File: src/rtl/trace_pkg.sv
// Shared trace-entry definitions used by the commit trace buffer and its storage.
// Entries are packed {pc, wen, waddr, wdata}, with pc in the most significant bits.
package trace_pkg;

  localparam int TRACE_PC_W    = 32;
  localparam int TRACE_WEN_W   = 4;
  localparam int TRACE_WADDR_W = 5;
  localparam int TRACE_DATA_W  = 32;
  localparam int TRACE_ENTRY_W = TRACE_PC_W + TRACE_WEN_W + TRACE_WADDR_W + TRACE_DATA_W;

  localparam int TRACE_WDATA_LSB = 0;
  localparam int TRACE_WADDR_LSB = TRACE_WDATA_LSB + TRACE_DATA_W;
  localparam int TRACE_WEN_LSB   = TRACE_WADDR_LSB + TRACE_WADDR_W;
  localparam int TRACE_PC_LSB    = TRACE_WEN_LSB + TRACE_WEN_W;

  typedef struct packed {
    logic [TRACE_PC_W-1:0]    pc;
    logic [TRACE_WEN_W-1:0]   wen;
    logic [TRACE_WADDR_W-1:0] waddr;
    logic [TRACE_DATA_W-1:0]  wdata;
  } trace_entry_t;

  function automatic logic [TRACE_ENTRY_W-1:0] pack_entry(
    input logic [TRACE_PC_W-1:0]    pc,
    input logic [TRACE_WEN_W-1:0]   wen,
    input logic [TRACE_WADDR_W-1:0] waddr,
    input logic [TRACE_DATA_W-1:0]  wdata
  );
    return {pc, wen, waddr, wdata};
  endfunction

  function automatic trace_entry_t unpack_entry(input logic [TRACE_ENTRY_W-1:0] raw);
    trace_entry_t e;
    e.pc    = raw[TRACE_PC_LSB    +: TRACE_PC_W];
    e.wen   = raw[TRACE_WEN_LSB   +: TRACE_WEN_W];
    e.waddr = raw[TRACE_WADDR_LSB +: TRACE_WADDR_W];
    e.wdata = raw[TRACE_WDATA_LSB +: TRACE_DATA_W];
    return e;
  endfunction

endpackage

File: src/rtl/trace_fifo_mem.sv
// DEPTH x TRACE_ENTRY_W register array: one synchronous write port and one
// asynchronous read port that presents the FIFO head.
module trace_fifo_mem
  import trace_pkg::*;
#(
  parameter int DEPTH = 16
) (
  input  logic                       clk,
  input  logic                       we,
  input  logic [$clog2(DEPTH)-1:0]   waddr,
  input  logic [TRACE_ENTRY_W-1:0]   wdata,
  input  logic [$clog2(DEPTH)-1:0]   raddr,
  output logic [TRACE_ENTRY_W-1:0]   rdata
);

  logic [TRACE_ENTRY_W-1:0] mem [DEPTH];

  // NOTE: storage has no reset; occupancy is tracked by the pointers and level,
  // so stale words are never presented and the array maps onto plain flops/LUTRAM.
  always_ff @(posedge clk) begin
    if (we) mem[waddr] <= wdata;
  end

  assign rdata = mem[raddr];

endmodule

File: src/rtl/commit_trace_buffer.sv
// Captures register-file commits into a first-word-fall-through FIFO and streams
// them out on valid/ready; a full FIFO drops commits instead of stalling the core.
module commit_trace_buffer
  import trace_pkg::*;
#(
  parameter int DEPTH   = 16,
  parameter int CNT_W   = 16,
  parameter bit SKIP_R0 = 1'b1
) (
  input  logic                     clk,
  input  logic                     rst,
  input  logic                     capture_en,
  input  logic                     clear,
  input  logic [TRACE_PC_W-1:0]    debug_pc_addr,
  input  logic [TRACE_WEN_W-1:0]   debug_reg_write_en,
  input  logic [TRACE_WADDR_W-1:0] debug_reg_write_addr,
  input  logic [TRACE_DATA_W-1:0]  debug_reg_write_data,
  output logic                     trace_valid,
  input  logic                     trace_ready,
  output logic [TRACE_PC_W-1:0]    trace_pc,
  output logic [TRACE_WEN_W-1:0]   trace_wen,
  output logic [TRACE_WADDR_W-1:0] trace_waddr,
  output logic [TRACE_DATA_W-1:0]  trace_wdata,
  output logic [$clog2(DEPTH):0]   level,
  output logic                     overflow,
  output logic [CNT_W-1:0]         drop_count,
  output logic [31:0]              commit_count
);

  localparam int AW = $clog2(DEPTH);
  localparam int LW = AW + 1;
  localparam logic [LW-1:0] FULL_LEVEL = LW'(DEPTH);

  logic [AW-1:0]            wr_ptr, rd_ptr;
  logic [TRACE_ENTRY_W-1:0] head_raw;
  trace_entry_t             head;
  logic                     empty, full, commit_evt, pop, push, drop;

  assign empty = (level == '0);
  assign full  = (level == FULL_LEVEL);

  assign commit_evt = capture_en && (|debug_reg_write_en) &&
                      !(SKIP_R0 && (debug_reg_write_addr == '0));
  assign pop  = !empty && trace_ready;
  // A pop frees the head slot in the same cycle, so a full FIFO can still accept.
  assign push = commit_evt && (!full || pop);
  assign drop = commit_evt && full && !pop;

  trace_fifo_mem #(.DEPTH(DEPTH)) u_mem (
    .clk   (clk),
    .we    (push && !clear),
    .waddr (wr_ptr),
    .wdata (pack_entry(debug_pc_addr, debug_reg_write_en,
                       debug_reg_write_addr, debug_reg_write_data)),
    .raddr (rd_ptr),
    .rdata (head_raw)
  );

  assign head        = unpack_entry(head_raw);
  assign trace_valid = !empty;
  assign trace_pc    = head.pc;
  assign trace_wen   = head.wen;
  assign trace_waddr = head.waddr;
  assign trace_wdata = head.wdata;

  // NOTE: all state updates use non-blocking assignments so every branch below
  // sees the pre-edge values of pointers, level and counters.
  always_ff @(posedge clk or posedge rst) begin
    if (rst) begin
      wr_ptr       <= '0;
      rd_ptr       <= '0;
      level        <= '0;
      overflow     <= 1'b0;
      drop_count   <= '0;
      commit_count <= '0;
    end else if (clear) begin
      wr_ptr       <= '0;
      rd_ptr       <= '0;
      level        <= '0;
      overflow     <= 1'b0;
      drop_count   <= '0;
      commit_count <= '0;
    end else begin
      if (push) begin
        wr_ptr       <= wr_ptr + 1'b1;
        commit_count <= commit_count + 32'd1;
      end
      if (pop) rd_ptr <= rd_ptr + 1'b1;
      if (push && !pop)      level <= level + 1'b1;
      else if (pop && !push) level <= level - 1'b1;
      if (drop) begin
        overflow <= 1'b1;
        if (drop_count != '1) drop_count <= drop_count + 1'b1;
      end
    end
  end

endmodule

File: config.mk
export PLATFORM = sky130hd
export DESIGN_NAME = commit_trace_buffer
export DESIGN_NICKNAME = d
export VERILOG_FILES = /design/src/rtl/trace_pkg.sv /design/src/rtl/trace_fifo_mem.sv /design/src/rtl/commit_trace_buffer.sv
export SDC_FILE = /design/constraint.sdc
export NUM_CORES = 1
export LEC_CHECK = 0
export BUFFER_PORTS_ARGS = -buffer_cell sky130_fd_sc_hd__buf_4
export CAP_MARGIN = 20
export CORE_MARGIN = 1
export CORE_UTILIZATION = 65
export CTS_CLUSTER_SIZE = 28
export DETAILED_ROUTE_END_ITERATION = 12
export PLACE_DENSITY = 0.88
export SLEW_MARGIN = 40
export SYNTH_ARGS = -nofsm -noshare
export SYNTH_HDL_FRONTEND = slang
export SYNTH_SLANG_ARGS = --single-unit
export TNS_END_PERCENT = 5
File: constraint.sdc
create_clock -name clk -period 13.65 [get_ports clk]
set_input_delay 2.0475 -clock clk [delete_from_list [all_inputs] [get_ports clk]]
set_output_delay 2.0475 -clock clk [all_outputs]
set_load 0.02 [all_outputs]
==> qor.csv <==
metric;value;unit
drive_above_1_share;34.3;%
wl;132;mm
clkSinkCount;1230;
core_area;0.0716;sq mm
fillerInstances;3438;
finalWorstSetupSlack;7.90;ns
cts_tree;built;
tightest_slew;0.914;ns
hold_buffers;0;
hp-class;reg -> reg;
cp_slowest_cell;dfrtp_4;
viasPerCell;7.42;
syn2layout_area_growth;14.9;%
crit_buf_inv;3;
grt.total_usage;34.9;%
ys_ff_latch;1230;
grt_max_degree;92;
drt_iter0_markers;3929;
start_kind;flip-flop;
fin_skew;0.0276;ns
rr_startpoint;level[4]$_DFFE_PP0P_;
ctsResizeCount;0;
finalMaxSlewViolations;0;
ant_nets;0;
antenna_found_initial;12;
synthesis.nets;2091;
synth_edf_count;1168;
globalplace.congestion;0.825;
maxSlewHeadroom;39.0;%
cellLeakagePower;17.0;nW
power_density;167;mW/mm^2
gr-total-overflow;0;
clkSlewWorstSetupHoldPaths;0.07;ns
clk_path_buf_depth;3;
rows;98;
insertion_delay;0.69;ns
die_w;271;um
grt_pass1_vias;25000;
outcome;finished, final reports clean;
synth_area;0.0472;sq mm
slowest_delay;0.75;ns
async_flop_share;5.04;%
cp_max_fo;35;
syn_area_per_cell;23.6;sq um
worstPathRequired;11.60;ns
path_cells;buf_6 > buf_4 > mux4_2 > buf_4;
nets;2365;
drv_cap;0;
cts_root_buffer;clkbuf_16;
hold_viol_final;0;
drc_errors;0;
drtPass1Iterations;6;
min_period;5.75;ns
worstSetupEndpointType;output pin;
fin_crit_sh;42.1;%
ctsHtreeMaxLevel;3;
synth_cell_types;45;
routedWlPerCell;39.6;um
synth_ff_type;edfxtp_1;
place.port_buffers;205;
postCtsSetupBuffers;0;
initial_core_util;65.8;%
chipHeight;271;um
yosys_warnings;0;
rsz0062_at_grt;no;
post-place-ws;7.80;ns
cp_top_family;buffers and inverters;
setup_tns;0;ns
critPathMostFrequentCell;buf_4;
yosysSeqAreaShare;77.7;%
irDropWorstVdd;0.126;mV
dp_hpwl;60.5;mm
finalSetupViolCount;0;
vias;24700;
clock.fmax;174;MHz
numCtsBuffers;114;
worstPathArrival;3.70;ns
grt_first_pass_wirelength;181;mm
hp-start;overflow$_DFFE_PP0P_;
die-area;0.0736;sq mm
synth_cells;2001;
ios;206;
crit_start;rd_ptr[2]$_DFFE_PP0P_;
critPathKind;reg -> out;
synth_stat cells (2+ instances only):
cell,count,area [sq um]
a21oi_1,21,105
a21oi_2,2,17.5
and3_1,3,18.8
and4_1,2,17.5
buf_1,10,37.5
buf_2,30,150
buf_4,2,15.0
clkbuf_1,56,210
dfrtp_1,62,1550
edfxtp_1,1168,35100
ha_1,11,138
inv_1,12,45.0
mux2i_1,8,80.1
mux4_2,365,8220
nand2_1,22,82.6
nand3_1,25,125
nand3b_1,2,15.0
nand4_1,21,131
nor2_1,68,255
nor2b_1,2,12.5
nor3_1,6,30.0
nor4_1,8,50.1
o211ai_1,2,15.0
o21ai_0,6,30.0
o31ai_1,10,75.1
or2_2,2,12.5
or3_1,7,43.8
or4_1,16,120
xnor2_1,13,114
xor2_1,24,210
layout make-up:
class                   count  area [sq um]  area share, %
flip-flops and latches   1230         36600           67.7
clock inverters            70           649           1.20
repair buffers            256          2390           4.41
well taps                 950          1190           2.19
multi-input cells         661         10200           18.8
inverters                  12          45.0         0.0832
diodes                     10          25.0         0.0462
clock buffers             145          3030           5.60
final timing paths:
path / cells past startpoint / end / slack, ns
setup reg to reg: 7 / u_mem.mem[4][29]$_DFFE_PP_ / 9.65
min in group asynchronous: 3 / rd_ptr[1]$_DFFE_PP0P_ / 1.49
max in group asynchronous: 3 / rd_ptr[3]$_DFFE_PP0P_ / 11.72
hold / removal: 2 / overflow$_DFFE_PP0P_ / 0.52
setup / recovery: 4 / trace_pc[28] / 7.90
hold reg to reg: 2 / overflow$_DFFE_PP0P_ / 0.52
cell families (layout without fill, tap and decap cells):
logic type                 count (synthesis)  after routing  synth area share, %
and+or+nand+nor                          191            191                 2.09
adders and majority gates                 12             12                0.334
DFF                                     1230           1230                 77.7
other                                      0             10                    0
xor gates and xnor gates                  37             37                0.687
muxes                                    373            373                 17.6
AOI/OAI and AO/OA                         48             48                0.637
buffers and inverters                    110            483                0.971
sequential cells by signal, indices dropped and copies added (netlist names):
| register | count |
|---|---|
| commit_count | 32 |
| u_mem.mem | 1168 |
| overflow | 1 |
| level | 5 |
| wr_ptr | 4 |
| rd_ptr | 4 |
| drop_count | 16 |
through the flow:
step	hold slack [ns]	power, mW	cells	instance area (sq um)	util [%]
after floorplan	0.556	5.32	2001	47200	-
after global placement	0.493	5.71	3089	49900	69.6
after detailed placement	0.506	5.81	3108	50400	70.4
after CTS	0.522	9.01	3323	54100	75.5
after global routing	0.550	9.25	3332	54200	75.6
final	0.517	9.06	3334	54200	75.6
worst register-to-register path, cell delays in order (launching register included):
cell and delay (ns):
dfrtp_1 0.47, nor2b_1 0.23, and2_1 0.31, nor2_1 0.59
nand2_1 0.46, nor2_4 0.66, buf_16 0.24, buf_6 0.59
per-layer routing:
layer  part of all wire [%]  wire (um)  track usage [%]
met5                  0.055         73                0
met4                    4.9       6460             14.7
met3                     11      14300             5.79
met2                     51      67000             57.6
met1                     34      44300             47.0
layout by cell type (no fill, tap or decap), drive strengths merged, types with 5 or more instances in the layout:
master    instances
edfxtp         1168
nor4              9
nor2             68
clkinv           50
dfrtp            62
mux2i             8
o31ai            10
clkbuf          146
diode            10
bufinv            9
or4              16
mux4            365
inv              18
clkinvlp          5
nor3              6
a21oi            23
nand4            22
xnor2            13
buf             255
or3               7
ha               11
nand3            25
nand2            23
o21ai             6
xor2             24
where the power goes:
group | total (mW) | internal [mW] | switching (mW)
registers | 4.23 | 4.18 | 0.0558
clock network | 3.25 | 1.75 | 1.50
logic | 1.58 | 0.762 | 0.817
Note: power is estimated with default switching activity, not from simulation.
